<file path="src/rtl/sort4_seq_ctrl_if.sv">
`default_nettype none
// ============================================================================
// Module   : sort4_seq_ctrl_if
// Brief    : Load/drain handshake bundle between the 4-word sorter control
//            stage and its producer / downstream 4:1 word mux.
// Revision : 1.0 - initial release
// ============================================================================
interface sort4_seq_ctrl_if #(
  parameter int WIDTH = 16
);
  logic             in_valid;
  logic             in_ready;
  logic [WIDTH-1:0] din0;
  logic [WIDTH-1:0] din1;
  logic [WIDTH-1:0] din2;
  logic [WIDTH-1:0] din3;
  logic [WIDTH-1:0] s0;
  logic [WIDTH-1:0] s1;
  logic [WIDTH-1:0] s2;
  logic [WIDTH-1:0] s3;
  logic [1:0]       sel;
  logic             out_valid;
  logic             out_ready;
  logic             out_last;
  logic             busy;

  modport master (
    output in_valid,
    output din0,
    output din1,
    output din2,
    output din3,
    output out_ready,
    input  in_ready,
    input  s0,
    input  s1,
    input  s2,
    input  s3,
    input  sel,
    input  out_valid,
    input  out_last,
    input  busy
  );

  modport slave (
    input  in_valid,
    input  din0,
    input  din1,
    input  din2,
    input  din3,
    input  out_ready,
    output in_ready,
    output s0,
    output s1,
    output s2,
    output s3,
    output sel,
    output out_valid,
    output out_last,
    output busy
  );
endinterface
`default_nettype wire

</file>
<file path="src/rtl/sort4_seq_ctrl.sv">
`default_nettype none
// ============================================================================
// Module   : sort4_seq_ctrl
// Brief    : Loads four words, sorts them largest-first with a fixed 6-step
//            compare-swap network, then drains them through the word mux.
//            Define SORT4_SIGNED_EN for a two's-complement compare.
// Revision : 1.0 - initial release
// ============================================================================
module sort4_seq_ctrl #(
  parameter int WIDTH = 16
) (
  input  logic           clk,
  input  logic           rst,
  sort4_seq_ctrl_if.slave bus
);

  typedef enum logic [1:0] {
    ST_IDLE  = 2'd0,
    ST_SORT  = 2'd1,
    ST_DRAIN = 2'd2
  } state_t;

  localparam logic [2:0] C_LAST_STEP = 3'd5;
  localparam logic [1:0] C_LAST_SEL  = 2'd3;

  state_t           r_state;
  state_t           w_state_nxt;
  logic [2:0]       r_step;
  logic [2:0]       w_step_nxt;
  logic [1:0]       r_sel;
  logic [1:0]       w_sel_nxt;
  logic [WIDTH-1:0] r_s     [4];
  logic [WIDTH-1:0] w_s_nxt [4];

  logic [1:0]       w_lo_idx;
  logic [1:0]       w_hi_idx;
  logic [WIDTH-1:0] w_lo;
  logic [WIDTH-1:0] w_hi;
  logic             w_swap;

  // Compare-swap network: (0,1) (1,2) (2,3) (0,1) (1,2) (0,1)
  always_comb begin
    w_lo_idx = 2'd2;
    case (r_step)
      3'd0, 3'd3, 3'd5: w_lo_idx = 2'd0;
      3'd1, 3'd4:       w_lo_idx = 2'd1;
      default:          w_lo_idx = 2'd2;
    endcase
  end

  assign w_hi_idx = w_lo_idx + 2'd1;
  assign w_lo     = r_s[w_lo_idx];
  assign w_hi     = r_s[w_hi_idx];

`ifdef SORT4_SIGNED_EN
  assign w_swap = $signed(w_lo) < $signed(w_hi);
`else
  assign w_swap = w_lo < w_hi;
`endif

  always_comb begin
    w_state_nxt = r_state;
    w_step_nxt  = r_step;
    w_sel_nxt   = r_sel;
    w_s_nxt     = r_s;
    case (r_state)
      ST_IDLE: begin
        if (bus.in_valid) begin
          w_s_nxt[0]  = bus.din0;
          w_s_nxt[1]  = bus.din1;
          w_s_nxt[2]  = bus.din2;
          w_s_nxt[3]  = bus.din3;
          w_step_nxt  = 3'd0;
          w_state_nxt = ST_SORT;
        end
      end
      ST_SORT: begin
        // Strict less-than: equal neighbours stay where they are.
        if (w_swap) begin
          w_s_nxt[w_lo_idx] = w_hi;
          w_s_nxt[w_hi_idx] = w_lo;
        end
        if (r_step == C_LAST_STEP) begin
          w_step_nxt  = 3'd0;
          w_sel_nxt   = 2'd0;
          w_state_nxt = ST_DRAIN;
        end else begin
          w_step_nxt  = r_step + 3'd1;
        end
      end
      ST_DRAIN: begin
        if (bus.out_ready) begin
          if (r_sel == C_LAST_SEL) begin
            w_sel_nxt   = 2'd0;
            w_state_nxt = ST_IDLE;
          end else begin
            w_sel_nxt   = r_sel + 2'd1;
          end
        end
      end
      default: begin
        w_state_nxt = ST_IDLE;
      end
    endcase
  end

  always_ff @(posedge clk) begin
    if (rst) begin
      r_state <= ST_IDLE;
      r_step  <= 3'd0;
      r_sel   <= 2'd0;
      for (int i = 0; i < 4; i++) begin
        r_s[i] <= '0;
      end
    end else begin
      r_state <= w_state_nxt;
      r_step  <= w_step_nxt;
      r_sel   <= w_sel_nxt;
      r_s     <= w_s_nxt;
    end
  end

  assign bus.in_ready  = (r_state == ST_IDLE);
  assign bus.busy      = (r_state != ST_IDLE);
  assign bus.out_valid = (r_state == ST_DRAIN);
  assign bus.out_last  = (r_state == ST_DRAIN) && (r_sel == C_LAST_SEL);
  assign bus.sel       = r_sel;
  assign bus.s0        = r_s[0];
  assign bus.s1        = r_s[1];
  assign bus.s2        = r_s[2];
  assign bus.s3        = r_s[3];

endmodule
`default_nettype wire

</file>
<file path="src/flat_wrapper.sv">
// flat-port wrapper written by rule: the top's interface ports become plain ports
module sort4_seq_ctrl_flat 
#(
  parameter int WIDTH = 16
)
  (clk, rst, bus_in_valid, bus_din0, bus_din1, bus_din2, bus_din3, bus_out_ready, bus_in_ready, bus_s0, bus_s1, bus_s2, bus_s3, bus_sel, bus_out_valid, bus_out_last, bus_busy);
  sort4_seq_ctrl_if #(.WIDTH(WIDTH)) bus_i ();
  input  logic clk;
  input  logic rst;
  input wire logic [$bits(bus_i.in_valid)-1:0] bus_in_valid;
  input wire logic [$bits(bus_i.din0)-1:0] bus_din0;
  input wire logic [$bits(bus_i.din1)-1:0] bus_din1;
  input wire logic [$bits(bus_i.din2)-1:0] bus_din2;
  input wire logic [$bits(bus_i.din3)-1:0] bus_din3;
  input wire logic [$bits(bus_i.out_ready)-1:0] bus_out_ready;
  output wire logic [$bits(bus_i.in_ready)-1:0] bus_in_ready;
  output wire logic [$bits(bus_i.s0)-1:0] bus_s0;
  output wire logic [$bits(bus_i.s1)-1:0] bus_s1;
  output wire logic [$bits(bus_i.s2)-1:0] bus_s2;
  output wire logic [$bits(bus_i.s3)-1:0] bus_s3;
  output wire logic [$bits(bus_i.sel)-1:0] bus_sel;
  output wire logic [$bits(bus_i.out_valid)-1:0] bus_out_valid;
  output wire logic [$bits(bus_i.out_last)-1:0] bus_out_last;
  output wire logic [$bits(bus_i.busy)-1:0] bus_busy;
  assign bus_i.in_valid = bus_in_valid;
  assign bus_i.din0 = bus_din0;
  assign bus_i.din1 = bus_din1;
  assign bus_i.din2 = bus_din2;
  assign bus_i.din3 = bus_din3;
  assign bus_i.out_ready = bus_out_ready;
  assign bus_in_ready = bus_i.in_ready;
  assign bus_s0 = bus_i.s0;
  assign bus_s1 = bus_i.s1;
  assign bus_s2 = bus_i.s2;
  assign bus_s3 = bus_i.s3;
  assign bus_sel = bus_i.sel;
  assign bus_out_valid = bus_i.out_valid;
  assign bus_out_last = bus_i.out_last;
  assign bus_busy = bus_i.busy;
  sort4_seq_ctrl #(.WIDTH(WIDTH)) u_core (.clk(clk), .rst(rst), .bus(bus_i));
endmodule
</file>
<file path="config.mk">
export PLATFORM = sky130hd
export DESIGN_NAME = sort4_seq_ctrl_flat
export DESIGN_NICKNAME = d
export VERILOG_FILES = /design/src/rtl/sort4_seq_ctrl_if.sv /design/src/rtl/sort4_seq_ctrl.sv /design/src/flat_wrapper.sv
export SDC_FILE = /design/constraint.sdc
export NUM_CORES = 1
export LEC_CHECK = 0
export BUFFER_PORTS_ARGS = -buffer_cell sky130_fd_sc_hd__clkbuf_2
export CAP_MARGIN = 40
export CORE_MARGIN = 2
export CORE_UTILIZATION = 45
export CTS_CLUSTER_SIZE = 8
export DETAILED_ROUTE_END_ITERATION = 16
export GPL_TIMING_DRIVEN = 0
export MAX_ROUTING_LAYER = met4
export PLACE_DENSITY = 0.84
export REMOVE_ABC_BUFFERS = 1
export SYNTH_ARGS = -nofsm -noshare
export SYNTH_HDL_FRONTEND = slang
export SYNTH_SLANG_ARGS = --single-unit
</file>
<file path="constraint.sdc">
create_clock -name clk -period 4.4 [get_ports clk]
set_input_delay 1.1 -clock clk [delete_from_list [all_inputs] [get_ports clk]]
set_output_delay 1.1 -clock clk [all_outputs]
set_load 0.05 [all_outputs]
</file>
==> impl_metrics.env, run 1 <==
export IMPL_overflow=0
export IMPL_wl_per_cell_um=20.2
export IMPL_rows=37
export IMPL_worstSetupPathType="flip-flop to flip-flop"
export IMPL_antenna_found_initial=0
export IMPL_power_switching_mw=2.69
export IMPL_dpl_hpwl_um=11400
export IMPL_io_buffers=137
export IMPL_max_cap_viol_count=0
export IMPL_globalplace_congestion=0.853
export IMPL_path_delay_family="compound AO/OA/AOI/OAI gates"
export IMPL_cts_htree_levels=3
export IMPL_skew_ps=10.2
export IMPL_use_met2=0.469
export IMPL_clock_sinks=71
export IMPL_io_pins=138
export IMPL_switching_share=0.545
export IMPL_power_density_nw_per_um2=792
export IMPL_power_frac_comb=0.657
export IMPL_hp_class="flip-flop to flip-flop"
export IMPL_synth_edf_count=0
export IMPL_period_share=0.980
export IMPL_worst_pin_slew_ps=870
export IMPL_drive_gt1_frac=0.338
export IMPL_period_minus_slack_ps=4310
export IMPL_worstSetupEndpointType="flip-flop"
export IMPL_p_int_mw=2.25
export IMPL_crit_buf_inv=4
export IMPL_cts_tree="built"
export IMPL_slowest_delay_ps=470
export IMPL_grt_util_all_layers=0.303
export IMPL_worstPathArrival_ps=4580
export IMPL_outcome="finished, final reports clean"
export IMPL_async_flop_share=0
export IMPL_synth_seq_area_share=0.296
export IMPL_timing_hold_violations_final=0
export IMPL_insertion_delay_ps=360
export IMPL_n_fill_cell=873
export IMPL_cts_root_buf="clkbuf_8"
export IMPL_crit_top_cell="o21ai_4"
export IMPL_yosysUniqueCellTypes=52
export IMPL_setup_viol=0
export IMPL_synth_cells=588
export IMPL_ys_ff_latch=71
export IMPL_max_freq_ghz=0.232
export IMPL_grt_pass1_vias=5366
export IMPL_fp_coreArea_um2=10300
export IMPL_fp_dieW_um=107
export IMPL_start_util=0.465
export IMPL_drt_iter0_markers=542
export IMPL_viasPerCell=6.39
export IMPL_relSlewSlack=0.419
export IMPL_use_met1=0.385
export IMPL_grt_pass1_wl_um=26800
export IMPL_syn_area_per_cell_um2=8.17
export IMPL_dieArea_um2=11500
export IMPL_clkPwrFrac=0.103
export IMPL_clk_pin_slew_ps=70
export IMPL_drt_wl_total_um=17300
export IMPL_synthFlopType="dfxtp_1"
export IMPL_ant_nets=0
export IMPL_cts_buffers=9
export IMPL_grt_use_met3=0.0527
export IMPL_vdd_ir_drop_max_uv=386
export IMPL_area_delta_synth_final_pct=30.0
export IMPL_vias=5473
export IMPL_grt_max_degree=49
export IMPL_clockBufferDepth=2
export IMPL_p_leak_nw=2.48
export IMPL_drc=0
export IMPL_utilization=0.605
export IMPL_setup_tns_final_ps=0
export IMPL_cp_cell_sequence="and2_1 > ha_4 > or2_4 > mux2i_1 > o21ai_0 > ha_1 > a21o_1 > a221o_1 > a2111oi_4 > o31ai_4 > o21ai_4 > clkbuf_16 > buf_16 > o21ai_4 > buf_6 > buf_8 > a221oi_2"
export IMPL_diodes=0
export IMPL_synth_warnings=0
export IMPL_start_kind="flip-flop"
export IMPL_busiest_layer="met2"
export IMPL_fin_nets=800
export IMPL_path_max_fanout=12
export IMPL_drt_first_pass_iters=5
export IMPL_crit_required_ps=4670
export IMPL_synthesis_area_um2=4800
export IMPL_slew_violations=0
export IMPL_seq_power_share=0.240
export IMPL_die_h_um=107
export IMPL_worst_path_max_delay_cell="a2111oi_4"
-- through the flow --
step                worst slack [ps]  std cells  hold slack [ps]  cell area (um2)  total power [mW]
finish                          85.8        856              486             6240              4.94
global route                   -17.8        856              504             6240              5.20
CTS                             4.59        849              484             6120              4.75
detailed placement             -1570        819              472             5750              4.17
global placement               -6340        802              463             5380              3.80
floorplan                      -3600        529              492             4520              3.13
-- layout make-up --
| class | count | area (um2) | area share |
|---|---|---|---|
| multi-input cells | 423 | 3080 | 0.494 |
| flip-flops and latches | 71 | 1430 | 0.229 |
| repair buffers | 174 | 1240 | 0.199 |
| well taps | 136 | 170 | 0.0273 |
| clock buffers | 14 | 143 | 0.0228 |
| inverters | 37 | 139 | 0.0222 |
| clock inverters | 1 | 30.0 | 0.00481 |
-- per-layer routing --
layer | wire (um) | part of all wire
met3 | 1590 | 0.092
met4 | 587 | 0.034
met1 | 6980 | 0.40
met2 | 8120 | 0.47
met5 | 0 | 0
-- registers in the layout, summed over array words and instances (netlist names) --
| register | count |
|---|---|
| u_core.bus.s0 | 16 |
| u_core.bus.s1 | 16 |
| u_core.bus.s2 | 16 |
| u_core.bus.s3 | 16 |
| u_core.bus.sel | 2 |
| u_core.r_state | 2 |
| u_core.r_step | 3 |
-- cell usage after synthesis (all sizes together) (3+ instances only) --
| cell type | instances | area share |
|---|---|---|
| nand3 | 6 | 0.0063 |
| o211ai | 12 | 0.019 |
| dfxtp | 71 | 0.30 |
| nand2 | 66 | 0.053 |
| clkbuf | 43 | 0.034 |
| nor2 | 27 | 0.022 |
| o22ai | 31 | 0.040 |
| a21oi | 52 | 0.055 |
| o41ai | 5 | 0.0091 |
| o32ai | 15 | 0.027 |
| a211oi | 7 | 0.011 |
| inv | 37 | 0.029 |
| buf | 16 | 0.025 |
| mux2i | 13 | 0.027 |
| and2 | 5 | 0.0065 |
| a31oi | 6 | 0.0078 |
| nand2b | 19 | 0.025 |
| nor2b | 9 | 0.012 |
| a21o | 3 | 0.0047 |
| o311ai | 14 | 0.026 |
| ha | 16 | 0.042 |
| o21ai | 46 | 0.051 |
| a221oi | 37 | 0.11 |
| o2111ai | 11 | 0.020 |
-- layout by cell type, fill, tap and decap left out, drive strengths merged, types with 13 or more instances in the layout --
cell type  Yosys  layout
clkbuf        43     153
ha            16      16
nand2b        19      19
a21oi         52      52
inv           37      37
o22ai         31      31
a221oi        37      37
dfxtp         71      71
o21ai         46      46
buf           16      35
mux2i         13      13
nand2         66      66
o32ai         15      15
o311ai        14      14
nor2          27      28
-- what timing repair did --
item,4_1_cts,5_1_grt
hold buffers,0,0
endpoints found under the setup margin,64,51
buffers inserted,13,6
hold endpoints to repair,0,0
pin swaps,7,2
gates cloned,2,1
resized for setup,13,10
-- kinds of logic after synthesis --
group	Yosys count	share of synthesized area
compound gates	250	0.404
xor+xnor	2	0.00756
fa+ha+maj	16	0.0417
buf+inv	96	0.0880
flops	71	0.296
mux	13	0.0271
simple gates	140	0.135
-- tightest hold or removal path, stage by stage (launching register included) --
cell and delay, ps:
dfxtp_1 330, inv_1 60, a221oi_2 50
-- worst paths after layout --
kind | slack (ps) | depth (start not counted) | startpoint | endpoint
setup / recovery | 90 | 17 | u_core.r_step[1] | u_core.bus.s0[3]
hold / removal | 490 | 2 | u_core.bus.s3[8] | u_core.bus.s3[8]
setup reg to reg | 90 | 17 | u_core.r_step[1] | u_core.bus.s0[3]
hold reg to reg | 490 | 2 | u_core.bus.s3[8] | u_core.bus.s3[8]
-- power by group through the flow --
stage | Clock, mW | Sequential (mW) | Combinational, mW
after floorplan | 0 | 1.94 | 1.20
after global placement | 0 | 1.17 | 2.63
after detailed placement | 0 | 1.19 | 2.98
after CTS | 0.517 | 1.17 | 3.06
after global routing | 0.546 | 1.22 | 3.43
final | 0.508 | 1.19 | 3.25
No activity file was read; power rests on OpenSTA's default activity.
==> run 2: changes to the inputs <==
--- a/config.mk
+++ b/config.mk
@@ -9,12 +9,14 @@
 export CAP_MARGIN = 40
 export CORE_MARGIN = 2
 export CORE_UTILIZATION = 45
+export CTS_BUF_LIST = sky130_fd_sc_hd__clkbuf_16
 export CTS_CLUSTER_SIZE = 8
 export DETAILED_ROUTE_END_ITERATION = 16
 export GPL_TIMING_DRIVEN = 0
 export MAX_ROUTING_LAYER = met4
 export PLACE_DENSITY = 0.84
 export REMOVE_ABC_BUFFERS = 1
+export SETUP_SLACK_MARGIN = 0.1
 export SYNTH_ARGS = -nofsm -noshare
 export SYNTH_HDL_FRONTEND = slang
 export SYNTH_SLANG_ARGS = --single-unit
==> impl_metrics.env, run 2 (synthesis gave the netlist of run 1 again) <==
export IMPL_outcome="finished, final reports clean"
export IMPL_globalplace_congestion=0.853
export IMPL_fp_coreArea_um2=10300
export IMPL_period_share=0.946
export IMPL_io_pins=138
export IMPL_final_area_um2=6400
export IMPL_max_freq_ghz=0.240
export IMPL_cts_tree="built"
export IMPL_p_leak_nw=2.58
export IMPL_overflow=0
export IMPL_dpl_hpwl_um=11400
export IMPL_diodes=0
export IMPL_drt_wl_total_um=17300
export IMPL_ant_nets=0
export IMPL_dieArea_um2=11500
export IMPL_timing_hold_violations_final=0
export IMPL_reg2reg_from="u_core.r_step[0]"
export IMPL_final_common_cell="clkbuf_2"
export IMPL_clockBufferDepth=2
export IMPL_vdd_ir_drop_max_uv=393
export IMPL_cts_htree_levels=3
export IMPL_relSlewSlack=0.443
export IMPL_vias=5567
export IMPL_crit_required_ps=4640
export IMPL_hp_class="flip-flop to flip-flop"
export IMPL_slew_violations=0
export IMPL_worstSetupEndpointType="flip-flop"
export IMPL_drive_gt1_frac=0.343
export IMPL_r2r_slack_ps=240
export IMPL_start_util=0.465
export IMPL_rows=37
export IMPL_worstPathArrival_ps=4400
export IMPL_worst_pin_slew_ps=833
export IMPL_grt_pass1_vias=5380
export IMPL_max_cap_viol_count=0
export IMPL_io_buffers=137
export IMPL_grt_util_all_layers=0.304
export IMPL_drt_first_pass_iters=5
export IMPL_cts_buffers=9
export IMPL_min_path_cells=2
export IMPL_min_from="u_core.bus.s3[3]"
export IMPL_start_kind="flip-flop"
export IMPL_fin_nets=806
export IMPL_period_minus_slack_ps=4160
export IMPL_wl_per_cell_um=20.1
export IMPL_fp_dieW_um=107
export IMPL_skew_ps=6.96
export IMPL_die_h_um=107
export IMPL_cts_root_buf="clkbuf_16"
export IMPL_setup_viol=0
export IMPL_power_density_nw_per_um2=811
export IMPL_drc=0
export IMPL_grt_pass1_wl_um=26900
export IMPL_holdWs_ps=479
export IMPL_path_max_fanout=10
export IMPL_clk_pin_slew_ps=50
export IMPL_worstSetupPathType="flip-flop to flip-flop"
export IMPL_r2r_end="u_core.bus.s0[11]"
export IMPL_clock_sinks=71
export IMPL_insertion_delay_ps=330
export IMPL_antenna_found_initial=0
export IMPL_area_delta_synth_final_pct=33.2
export IMPL_hold_buffers=0
export IMPL_mostFrequentLayoutCells="clkbuf_2 (136), dfxtp_1 (68), nand2_1 (65)"
export IMPL_whs_endpoint="u_core.bus.s3[3]"
export IMPL_drt_iter0_markers=478
export IMPL_grt_max_degree=49
export IMPL_post_dp_cell_area_um2=5750
export IMPL_rsz0062_at_grt="no"
export IMPL_r2r_cells=17
export IMPL_viasPerCell=6.46
[run 2: changes by cell type in the layout (fill, tap and decap cells not counted)]
| cell | previous run | this run |
|---|---|---|
| o21ai_1 | 0 | 1 |
| inv_1 | 37 | 42 |
| nor2_2 | 3 | 2 |
| clkbuf_8 | 9 | 0 |
| buf_4 | 16 | 22 |
| clkbuf_1 | 5 | 0 |
| o21ai_0 | 42 | 41 |
| buf_8 | 2 | 3 |
| buf_6 | 5 | 4 |
| clkbuf_16 | 2 | 11 |
| nor2_4 | 2 | 3 |
[run 2: repair_timing]
action                                 in CTS  in global routing
cloned                                      2                  1
resized for setup                          17                  9
buffers inserted                           15                 10
endpoints found under the hold margin       0                  0
setup endpoints to repair                  64                 29
pin swaps                                   7                  4
[run 2: cell type report]
type | instances | area [um2]
repair buffers | 180 | 1290
fillers | 859 | 3930
well taps | 136 | 170
clock buffers | 9 | 225
flip-flops and latches | 71 | 1430
clock inverters | 6 | 48.8
multi-input cells | 423 | 3090
inverters | 37 | 139
[run 2: power by group]
| group | switching, mW | internal (mW) | total (mW) |
|---|---|---|---|
| logic | 2.16 | 1.15 | 3.31 |
| registers | 0.300 | 0.888 | 1.19 |
| clock network | 0.271 | 0.425 | 0.696 |
[run 2: stage by stage]
step	total power, mW	std cells	setup slack [ps]	setup TNS (ps)	util
detailed placement	4.17	819	-1570	-79090	0.557
finish	5.19	862	237	0	0.620
global placement	3.80	802	-6340	-352770	0.521
floorplan	3.13	529	-3600	-191420	-
CTS	4.97	851	131	0	0.606
global route	5.45	862	84.6	0	0.620
[run 2: worst max path at each step]
| stage | from | endpoint | slack (ps) | depth (start not counted) |
|---|---|---|---|---|
| 3_5_place_dp | u_core.r_step[1] | u_core.bus.s0[15] | -1570 | 17 |
| 4_1_cts | u_core.r_step[2] | u_core.bus.s0[3] | 130 | 19 |
| 5_1_grt | u_core.r_step[0] | u_core.bus.s0[10] | 80 | 18 |
| 6_report | u_core.r_step[0] | u_core.bus.s0[11] | 240 | 17 |
| 2_1_floorplan | u_core.r_step[0] | u_core.bus.s0[0] | -3600 | 11 |
| 3_3_place_gp | u_core.r_step[0] | u_core.bus.s0[10] | -6340 | 11 |
[run 2: metal layers]
metal,global-route usage,wire [um]
met3,0.0466,1530
met1,0.380,7050
met4,0.148,517
met5,-,0
met2,0.481,8220
[run 2: worst max-delay path, stage by stage, from the launching register on]
cell	delay, ps
dfxtp_4	380
and2_1	170
ha_4	190
or2_4	320
mux2i_1	170
o21ai_0	100
ha_1	310
and3_1	200
a221o_1	370
a2111oi_4	450
o31ai_4	160
o21ai_4	200
clkbuf_16	170
buf_16	150
o21ai_4	120
buf_8	180
buf_8	140
a221oi_2	270
